===== src/rtl/sync_fifo_pkg.sv =====
// -----------------------------------------------------------------------------
// sync_fifo_pkg
// Shared definitions for the sync_fifo family:
//   clog2   - ceiling log2, used for pointer/count widths
//   is_pow2 - true when a depth is a power of two and at least 2
//   MODE_STD / MODE_FWFT - read-mode selector values for the FWFT parameter
// -----------------------------------------------------------------------------
package sync_fifo_pkg;

    localparam int MODE_STD  = 0;
    localparam int MODE_FWFT = 1;

    function automatic int clog2(input int value);
        int r;
        r = 0;
        while ((1 << r) < value) begin
            r = r + 1;
        end
        return r;
    endfunction

    function automatic bit is_pow2(input int value);
        return (value >= 2) && ((value & (value - 1)) == 0);
    endfunction

endpackage


===== src/rtl/sync_fifo_mem.sv =====
// -----------------------------------------------------------------------------
// sync_fifo_mem
// DEPTH x DATA_WIDTH storage array for sync_fifo. No full/empty gating is
// done here; the caller decides when a write is legal.
// Ports:
//   clk   - clock, writes on posedge
//   we    - write enable
//   waddr - write address
//   wdata - write data
//   raddr - read address
//   rdata - read data, asynchronous (combinational) from raddr
// -----------------------------------------------------------------------------
module sync_fifo_mem
    import sync_fifo_pkg::*;
#(
    parameter int DATA_WIDTH = 8,
    parameter int DEPTH      = 8,
    parameter int PTR_WIDTH  = 3
) (
    input  logic                  clk,
    input  logic                  we,
    input  logic [PTR_WIDTH-1:0]  waddr,
    input  logic [DATA_WIDTH-1:0] wdata,
    input  logic [PTR_WIDTH-1:0]  raddr,
    output logic [DATA_WIDTH-1:0] rdata
);

    generate
        if (PTR_WIDTH != clog2(DEPTH)) begin : g_bad_addr
            $error("sync_fifo_mem: PTR_WIDTH must equal clog2(DEPTH)");
        end
    endgenerate

    logic [DATA_WIDTH-1:0] mem_q [DEPTH];

    always_ff @(posedge clk) begin
        if (we) begin
            mem_q[waddr] <= wdata;
        end
    end

    assign rdata = mem_q[raddr];

endmodule


===== src/rtl/sync_fifo.sv =====
// -----------------------------------------------------------------------------
// sync_fifo
// Single-clock FIFO with occupancy count, almost-full/almost-empty thresholds,
// sticky overflow/underflow flags and synchronous flush. Read mode is either
// registered (FWFT=0, one-cycle latency) or first-word-fall-through (FWFT=1).
// Ports:
//   clk, rst      - clock and synchronous active-high reset
//   clr           - synchronous flush (keeps overflow/underflow)
//   w_en, data_in - write request and data
//   r_en          - read request / pop
//   data_out, data_valid - read data and its qualifier
//   full, empty, almost_full, almost_empty, count - occupancy status
//   overflow, underflow  - sticky error flags, cleared only by rst
// -----------------------------------------------------------------------------
module sync_fifo
    import sync_fifo_pkg::*;
#(
    parameter int DATA_WIDTH = 8,
    parameter int DEPTH      = 8,
    parameter int PTR_WIDTH  = 3,
    parameter int AF_THRESH  = DEPTH - 2,
    parameter int AE_THRESH  = 1,
    parameter int FWFT       = MODE_STD
) (
    input  logic                  clk,
    input  logic                  rst,
    input  logic                  clr,
    input  logic                  w_en,
    input  logic [DATA_WIDTH-1:0] data_in,
    input  logic                  r_en,
    output logic [DATA_WIDTH-1:0] data_out,
    output logic                  data_valid,
    output logic                  full,
    output logic                  empty,
    output logic                  almost_full,
    output logic                  almost_empty,
    output logic [PTR_WIDTH:0]    count,
    output logic                  overflow,
    output logic                  underflow
);

    generate
        if (!is_pow2(DEPTH)) begin : g_bad_depth
            $error("sync_fifo: DEPTH must be a power of two >= 2");
        end
        if (PTR_WIDTH != clog2(DEPTH)) begin : g_bad_ptr
            $error("sync_fifo: PTR_WIDTH must equal clog2(DEPTH)");
        end
        if (AF_THRESH < 1 || AF_THRESH > DEPTH) begin : g_bad_af
            $error("sync_fifo: AF_THRESH out of range 1..DEPTH");
        end
        if (AE_THRESH < 0 || AE_THRESH > DEPTH - 1) begin : g_bad_ae
            $error("sync_fifo: AE_THRESH out of range 0..DEPTH-1");
        end
        if (FWFT != MODE_STD && FWFT != MODE_FWFT) begin : g_bad_mode
            $error("sync_fifo: FWFT must be 0 or 1");
        end
    endgenerate

    localparam logic [PTR_WIDTH:0] PTR_ONE   = (PTR_WIDTH+1)'(1);
    localparam logic [PTR_WIDTH:0] DEPTH_LVL = (PTR_WIDTH+1)'(DEPTH);
    localparam logic [PTR_WIDTH:0] AF_LVL    = (PTR_WIDTH+1)'(AF_THRESH);
    localparam logic [PTR_WIDTH:0] AE_LVL    = (PTR_WIDTH+1)'(AE_THRESH);

    // Pointers carry one extra wrap bit; only the low bits address memory.
    logic [PTR_WIDTH:0] wptr_q, wptr_d;
    logic [PTR_WIDTH:0] rptr_q, rptr_d;
    logic [PTR_WIDTH:0] count_q, count_d;
    logic               overflow_q, overflow_d;
    logic               underflow_q, underflow_d;

    logic                  full_w, empty_w;
    logic                  rd_acc, wr_acc;
    logic                  mem_we;
    logic [DATA_WIDTH-1:0] mem_rdata;

    assign full_w  = (count_q == DEPTH_LVL);
    assign empty_w = (count_q == '0);

    // A flush cycle ignores both requests. Writing while full is legal only
    // when a read frees a slot in the same cycle.
    assign rd_acc = r_en & !empty_w & !clr;
    assign wr_acc = w_en & (!full_w | rd_acc) & !clr;
    assign mem_we = wr_acc & !rst;

    always_comb begin
        wptr_d      = wptr_q;
        rptr_d      = rptr_q;
        count_d     = count_q;
        overflow_d  = overflow_q;
        underflow_d = underflow_q;
        if (clr) begin
            wptr_d  = '0;
            rptr_d  = '0;
            count_d = '0;
        end else begin
            if (wr_acc) begin
                wptr_d = wptr_q + PTR_ONE;
            end
            if (rd_acc) begin
                rptr_d = rptr_q + PTR_ONE;
            end
            count_d = count_q + {{PTR_WIDTH{1'b0}}, wr_acc}
                              - {{PTR_WIDTH{1'b0}}, rd_acc};
            if (w_en && !wr_acc) begin
                overflow_d = 1'b1;
            end
            if (r_en && empty_w) begin
                underflow_d = 1'b1;
            end
        end
    end

    always_ff @(posedge clk) begin
        if (rst) begin
            wptr_q      <= '0;
            rptr_q      <= '0;
            count_q     <= '0;
            overflow_q  <= 1'b0;
            underflow_q <= 1'b0;
        end else begin
            wptr_q      <= wptr_d;
            rptr_q      <= rptr_d;
            count_q     <= count_d;
            overflow_q  <= overflow_d;
            underflow_q <= underflow_d;
        end
    end

    sync_fifo_mem #(
        .DATA_WIDTH (DATA_WIDTH),
        .DEPTH      (DEPTH),
        .PTR_WIDTH  (PTR_WIDTH)
    ) u_mem (
        .clk   (clk),
        .we    (mem_we),
        .waddr (wptr_q[PTR_WIDTH-1:0]),
        .wdata (data_in),
        .raddr (rptr_q[PTR_WIDTH-1:0]),
        .rdata (mem_rdata)
    );

    generate
        if (FWFT == MODE_FWFT) begin : g_fwft
            // Head word is presented directly; r_en acknowledges it.
            assign data_out   = mem_rdata;
            assign data_valid = !empty_w;
        end else begin : g_std
            logic [DATA_WIDTH-1:0] data_out_q, data_out_d;
            logic                  data_valid_q, data_valid_d;

            always_comb begin
                data_out_d   = data_out_q;
                data_valid_d = rd_acc;
                if (clr) begin
                    data_out_d = '0;
                end else if (rd_acc) begin
                    data_out_d = mem_rdata;
                end
            end

            always_ff @(posedge clk) begin
                if (rst) begin
                    data_out_q   <= '0;
                    data_valid_q <= 1'b0;
                end else begin
                    data_out_q   <= data_out_d;
                    data_valid_q <= data_valid_d;
                end
            end

            assign data_out   = data_out_q;
            assign data_valid = data_valid_q;
        end
    endgenerate

    assign full         = full_w;
    assign empty        = empty_w;
    assign almost_full  = (count_q >= AF_LVL);
    assign almost_empty = (count_q <= AE_LVL);
    assign count        = count_q;
    assign overflow     = overflow_q;
    assign underflow    = underflow_q;

endmodule


===== config.mk =====
export PLATFORM = sky130hd
export DESIGN_NAME = sync_fifo
export DESIGN_NICKNAME = d
export VERILOG_FILES = /design/src/rtl/sync_fifo_pkg.sv /design/src/rtl/sync_fifo_mem.sv /design/src/rtl/sync_fifo.sv
export SDC_FILE = /design/constraint.sdc
export NUM_CORES = 1
export LEC_CHECK = 0
export CAP_MARGIN = 20
export CORE_AREA = 2 2 105 107
export DETAILED_ROUTE_END_ITERATION = 8
export DIE_AREA = 0 0 107 109
export PLACE_DENSITY = 0.5
export RECOVER_POWER = 25
export SETUP_SLACK_MARGIN = 0.15
export SLEW_MARGIN = 10
export SYNTH_ARGS = -nofsm -noshare
export SYNTH_HDL_FRONTEND = slang
export SYNTH_HIERARCHICAL = 1
export SYNTH_SLANG_ARGS = --single-unit

===== constraint.sdc =====
create_clock -name clk -period 2.7 [get_ports clk]
set_input_delay 0.54 -clock clk [delete_from_list [all_inputs] [get_ports clk]]
set_output_delay 0.54 -clock clk [all_outputs]
set_load 0.03 [all_outputs]

==> impl_metrics.json <==
{
  "min_period_ns": 2.475,
  "grt_pass1_vias": 2024,
  "nets": 309,
  "p_sw_uw": 599.5,
  "overflow": 0,
  "powerDensity_mw_per_mm2": 564.8,
  "viasPerCell": 4.719,
  "path_clk_slew_ns": 0.09,
  "routed_wl_um": 6821,
  "path_buf_inv": 4,
  "top_layer": "met4",
  "grt_antenna_before_repair": 0,
  "relSlewSlack_pct": 46.64,
  "cpPeakStageDelay_ns": 0.47,
  "min_to": "data_out[6]",
  "p_comb_share_pct": 7.7,
  "io_pins": 32,
  "hp-class": "register to register",
  "grt_max_degree": 20,
  "clock-root-buffer": "clkbuf_8",
  "syn_inst": 225,
  "peakVddDrop_v": 0.0003185,
  "drt-initial-drc-count": 74,
  "p_int_uw": 1935,
  "start_util_pct": 34.23,
  "vias": 2029,
  "path_depth": 11,
  "synth.avg_cell_area_sq_um": 16.13,
  "post-route-period-util_pct": 91.67,
  "holdPathStages": 2,
  "maxCapViolCount": 0,
  "ys_types": 38,
  "cts_buffers": 9,
  "synth_seq_cells": 85,
  "finalHoldViolCount": 0,
  "setup_viol_count_final": 0,
  "rsz0062_at_grt": "yes",
  "leakage_uw": 0.001521,
  "pwr-share-seq_pct": 56.0,
  "rows": 38,
  "wl_met2_um": 3528,
  "synth_area_leaders": "edfxtp_1 53%, dfxtp_1 12%, mux4_1 11%",
  "wl_per_cell_um": 15.86,
  "final_cell_area_sq_mm": 0.004488,
  "critPathLaunchType": "primary input",
  "cp.required_ns": 2.94,
  "cpMostUsedCell": "inv_1",
  "syn_area_sq_mm": 0.003630,
  "min_from": "data_out[6]",
  "die_width_um": 107,
  "post_dp_cell_area_sq_mm": 0.004260,
  "crit_family": "adder cells",
  "h-tree-depth": 3,
  "dp_hpwl_um": 4830,
  "critPathKind": "primary input to register",
  "synth.largest_area_cell": "edfxtp_1",
  "skew_ns": 0.009884,
  "r2r_setup_slack_ns": 0.30,
  "slew_violations": 0,
  "status": "completed",
  "die_height_um": 109,
  "wl_met1_um": 3041,
  "clock_sinks": 85,
  "rr_worst_depth": 12,
  "grt_use_total_pct": 12.86,
  "portBuffers": 31,
  "final_util_pct": 42.33,
  "path_cells": "clkdlybuf4s50_1 -> or3b_4 -> a21boi_2 -> inv_1 -> ha_1 -> inv_1 -> ha_2 -> inv_1 -> fa_1 -> xor2_1 -> nor2_1",
  "drc": 0,
  "clk_latency_ns": 0.36,
  "cts.path.max_buffers": 2,
  "r2r_end": "count[2]",
  "dp_slack_ns": -0.1549,
  "drt-pass1-iter-count": 3,
  "pwr-share-clk_pct": 36.3,
  "r2r_start": "count[3]",
  "fin_cells": 430,
  "gp_congestion": 0.7185,
  "arrival_ns": 2.72,
  "setup_tns_ns": 0,
  "synth_nets": 249,
  "antenna_cells": 0,
  "dieArea_sq_mm": 0.01166,
  "coreArea_sq_mm": 0.01060,
  "dp.cells": 413,
  "seqCellArea_sq_mm": 0.002350,
  "endpoint_kind": "register",
  "cts_tree": "done",
  "swShare_pct": 23.65,
  "crit_fanout": 2,
  "ant_nets": 0,
  "ys_warn_count": 6,
  "grt_pass1_wl_um": 10780,
  "layout_setup_ws_ns": 0.2250,
  "fmax_mhz": 404.0,
  "synth_top_cell_area_share_pct": 52.95,
  "seq_area_frac_synth_pct": 64.53,
  "drive_gt1_share_pct": 25.86,
  "fill_cells": 985,
  "worst_pin_slew_ns": 0.7993,
  "wl_met3_um": 163,
  "syn_to_final_growth_pct": 23.65,
  "cp_slowest_cell": "clkdlybuf4s50_1",
  "multi_input_area_sq_mm": 0.001194
}
## synth_stat cells (all sizes together)
| cell type | instances |
|---|---|
| xor2 | 1 |
| nand3b | 1 |
| nor3 | 3 |
| nand2b | 4 |
| fa | 1 |
| inv | 9 |
| or4 | 1 |
| or3b | 2 |
| a21o | 1 |
| o21ai | 10 |
| dfxtp | 21 |
| o31ai | 1 |
| mux2 | 8 |
| clkbuf | 2 |
| a21boi | 1 |
| a31oi | 1 |
| mux2i | 4 |
| nor2 | 12 |
| buf | 8 |
| edfxtp | 64 |
| nor2b | 3 |
| or3 | 4 |
| a21oi | 16 |
| mux4 | 16 |
| nand2 | 9 |
| nand3 | 9 |
| ha | 10 |
| nor3b | 1 |
| or2 | 1 |
| and2 | 1 |
## metrics by stage
step	power (uW)	hold WS (ns)
finish	2535	0.4675
global route	2650	0.4914
CTS	2574	0.4752
detailed placement	1648	0.4613
global placement	1646	0.4517
floorplan	1569	0.4507
## sequential cells by signal, summed over array words and instances (netlist names)
name,flops
u_mem/mem_q,64
data_out,8
count,4
rptr_q,3
wptr_q,3
data_valid,1
overflow,1
underflow,1
## what timing repair did
item,in CTS,in global routing
pin swaps,0,1
hold buffers,0,0
gates resized for setup,1,4
buffers inserted,0,1
setup endpoints to repair,1,4
## per-layer routing
metal	vias to the layer above	track usage (%)
li1	994	-
met1	999	15.29
met2	29	22.11
met3	7	2.869
met4	0	6.401
met5	-	0
## cells by family (layout without fill, tap and decap cells)
logic type	Yosys count	in the layout	share of synthesized area, %
xor gates and xnor gates	1	1	0.2413
AOI/OAI and AO/OA	30	30	5.515
muxes	28	28	15.06
buffers and inverters	19	84	3.344
adders and majority gates	11	11	3.999
DFF	85	85	64.53
and+or+nand+nor	51	51	7.308
## worst max-delay path by stage
stage | startpoint | to | slack (ns)
final | r_en | count[2] | 0.22
after global routing | clr | count[2] | 0.08
after global placement | r_en | count[2] | -0.12
after CTS | count[2] | full | 0.17
after floorplan | count[2] | count[2] | 0.15
after detailed placement | r_en | count[2] | -0.15
## power groups by stage
stage	Sequential [uW]	Clock, uW	Combinational [uW]
final	1420	920	194
after global routing	1420	1010	213
after CTS	1420	958	196
after detailed placement	1450	0	197
after global placement	1450	0	195
after floorplan	1460	0	108
## layout by cell type, fill, tap and decap left out, types with 2 or more instances in the layout
| master | count |
|---|---|
| o21ai_1 | 5 |
| a21oi_2 | 5 |
| dlygate4sd3_1 | 6 |
| nor2b_1 | 3 |
| nand3_1 | 9 |
| nand2_1 | 9 |
| edfxtp_1 | 64 |
| inv_4 | 2 |
| clkbuf_8 | 9 |
| ha_1 | 8 |
| mux2i_1 | 4 |
| mux2_2 | 8 |
| dfxtp_4 | 2 |
| buf_4 | 28 |
| a21oi_1 | 11 |
| clkdlybuf4s50_1 | 23 |
| nand2b_1 | 4 |
| clkinv_4 | 2 |
| inv_1 | 6 |
| inv_6 | 3 |
| o21ai_2 | 5 |
| dfxtp_1 | 19 |
| or3_1 | 4 |
| mux4_1 | 15 |
| nor3_2 | 2 |
| nor2_1 | 12 |
## area by class of cell
cell class | count | area share, %
Sequential cell | 85 | 52.36
Clock inverter | 7 | 1.784
Clock buffer | 9 | 2.760
Tap cell | 140 | 3.903
Timing Repair Buffer | 59 | 11.63
Multi-Input combinational cell | 121 | 26.60
Inverter | 9 | 0.9757
## tightest hold or removal path, stage by stage, from the launching register on
cell	delay (ns)
dfxtp_1	0.33
o21ai_2	0.06
a21oi_2	0.05
Note: power is estimated with default switching activity, not from simulation.
==> patch (same settings) <==
`DATA_WIDTH` is set to 8 in 2 places; all go to 12.
--- a/src/rtl/sync_fifo_mem.sv
+++ b/src/rtl/sync_fifo_mem.sv
@@ -14,5 +14,5 @@
     import sync_fifo_pkg::*;
 #(
-    parameter int DATA_WIDTH = 8,
+    parameter int DATA_WIDTH = 12,
     parameter int DEPTH      = 8,
     parameter int PTR_WIDTH  = 3
--- a/src/rtl/sync_fifo.sv
+++ b/src/rtl/sync_fifo.sv
@@ -16,5 +16,5 @@
     import sync_fifo_pkg::*;
 #(
-    parameter int DATA_WIDTH = 8,
+    parameter int DATA_WIDTH = 12,
     parameter int DEPTH      = 8,
     parameter int PTR_WIDTH  = 3,
Interface: changed (resized data_in and data_out); port bits go from 32 to 40. No check against the original RTL was run, so the function may have changed too.
==> patch against the unedited design <==
Synthesized cell count is 29% higher. Maximum frequency is 0.66% lower. Power is 69% higher. Cell count is 18% higher. Setup slack worse by 16 ps. Sequential cell count is 36 higher. Synthesized area is 39% higher. Routed wire length is 41% higher. Design area is 41% higher. Via count is 32% higher.
==> patch: results (changes against the unedited design) <==
\begin{tabular}{lr}
\hline
Metric & Value \\
\hline
\multicolumn{2}{l}{\textbf{Global routing}} \\
Global Route met1 Usage & 0.242 (+0.0896) \\
Vias in the first global route & 2,705 (+34\%) \\
Met2 usage & 0.291 (+0.0701) \\
Met3 Resource Use GR & 0.0353 (+0.00658) \\
All-Layer GR Usage & 0.180 (+0.0514) \\
Largest net degree at the start of global routing & 28 (+40\%) \\
\multicolumn{2}{l}{\textbf{Yosys}} \\
Synth area leaders & sky130\_fd\_sc\_hd\_\_edfxtp\_1, sky130\_fd\_sc\_hd\_\_mux4\_1, sky130\_fd\_sc\_hd\_\_dfxtp\_1 \\
Post-synthesis share of cell area spent on full adders, half adders and majority gates & 0.0288 (-0.0112) \\
Number of cells produced by synthesis & 291 (+29\%) \\
List of most frequent post-synthesis cells & sky130\_fd\_sc\_hd\_\_edfxtp\_1, sky130\_fd\_sc\_hd\_\_dfxtp\_1, sky130\_fd\_sc\_hd\_\_mux4\_1 \\
XOR/XNOR share of the synthesized area & 0.00174 (-0.000673) \\
Multiplexer share of the synthesized area & 0.158 (+0.00717) \\
Sequential cell area fraction in the yosys report & 0.672 (+0.0267) \\
Number of enable flip-flop cells after synthesis & 96 (+50\%) \\
\multicolumn{2}{l}{\textbf{Setup path}} \\
Largest fanout on the critical path & 4 (+2) \\
Crit-path leading delay family & buffers and inverters \\
Slowest-stage cell, CP & sky130\_fd\_sc\_hd\_\_or3b\_1 \\
\multicolumn{2}{l}{\textbf{Routing}} \\
Routed wl met2 & 4570 um (+29\%) \\
Wirelength per Cell & 18.9 um (+19\%) \\
Number of violations reported at the end of detailed-routing iteration 0 & 122 (+65\%) \\
\multicolumn{2}{l}{\textbf{Power}} \\
Comb power frac & 0.053 (-0.024) \\
Maximum resistive drop on vdd & 0.527 mV (+66\%) \\
Part of the total power dissipated in sequential elements & 0.474 (-0.086) \\
Static leakage & 0.00207 uW (+36\%) \\
Share of total power consumed by net switching & 0.221 (-0.0154) \\
Total combinational power & 229 uW (+18\%) \\
\multicolumn{2}{l}{\textbf{Place}} \\
Number of buffers added on ports & 39 (+26\%) \\
Pre-CTS WS & -246 ps (-91.0 ps) \\
Placed cell count & 475 (+15\%) \\
Global placer's final weighted congestion & 0.704 (-2.0\%) \\
\multicolumn{2}{l}{\textbf{Cells and area}} \\
Fin cells & 507 (+18\%) \\
Filler instances & 822 (-17\%) \\
Layout cells sized above 1 & 0.270 (+0.0111) \\
Number of flip-flops in the largest register & 96 (+50\%) \\
\multicolumn{2}{l}{\textbf{CTS}} \\
Clock latency reported for the late side of the worst-skew pair & 500 ps (+140 ps) \\
TritonCTS Buffers & 17 (+8) \\
CTS clk-pin slew, worst paths & 60 ps (-30 ps) \\
\multicolumn{2}{l}{\textbf{Status}} \\
Status & finished clean \\
\hline
\end{tabular}
## patch: layout make-up
type,instances,area share
Sequential cell,121,0.534
Multi-Input combinational cell,145,0.243
Timing Repair Buffer,60,0.103
Clock buffer,18,0.0658
Tap cell,140,0.0276
Clock inverter,14,0.0193
Inverter,9,0.00690
## patch: worst paths after layout
kind | start | to | slack [ps] | depth (start not counted)
setup / recovery | count[3] | empty | 210 | 5
hold / removal | overflow | overflow | 470 | 2
setup reg to reg | count[3] | count[1] | 300 | 11
hold reg to reg | overflow | overflow | 470 | 2
## patch: timing repair
action,in CTS,in global routing
hold buffers,0,0
hold endpoints to repair,0,0
gates resized for setup,2,3
setup endpoints to repair,2,16
pin swaps,0,1
## patch: kinds of logic after synthesis
group                      after synthesis
xor gates and xnor gates                 1
muxes                                   40
adders and majority gates               11
and+or+nand+nor                         55
DFF                                    121
AOI/OAI and AO/OA                       38
buffers and inverters                   25
## patch: worst reg2reg max path, cell delays in order (launching register included)
cell                       delay [ps]
sky130_fd_sc_hd__dfxtp_4          360
sky130_fd_sc_hd__inv_4             50
sky130_fd_sc_hd__ha_4             160
sky130_fd_sc_hd__or3b_4           380
sky130_fd_sc_hd__a21boi_2         170
sky130_fd_sc_hd__inv_1             60
sky130_fd_sc_hd__ha_1             280
sky130_fd_sc_hd__inv_1             60
sky130_fd_sc_hd__ha_2             170
sky130_fd_sc_hd__inv_2             40
sky130_fd_sc_hd__fa_2             510
sky130_fd_sc_hd__nor2_1            40
## patch: per-stage QoR
step                setup TNS [ps]  utilization  instance area [um^2]
global route                     0        0.599                  6350
global placement            -14990        0.546                  5790
CTS                              0        0.598                  6340
finish                           0        0.599                  6350
detailed placement          -17740        0.547                  5800
floorplan                        0            -                  5110
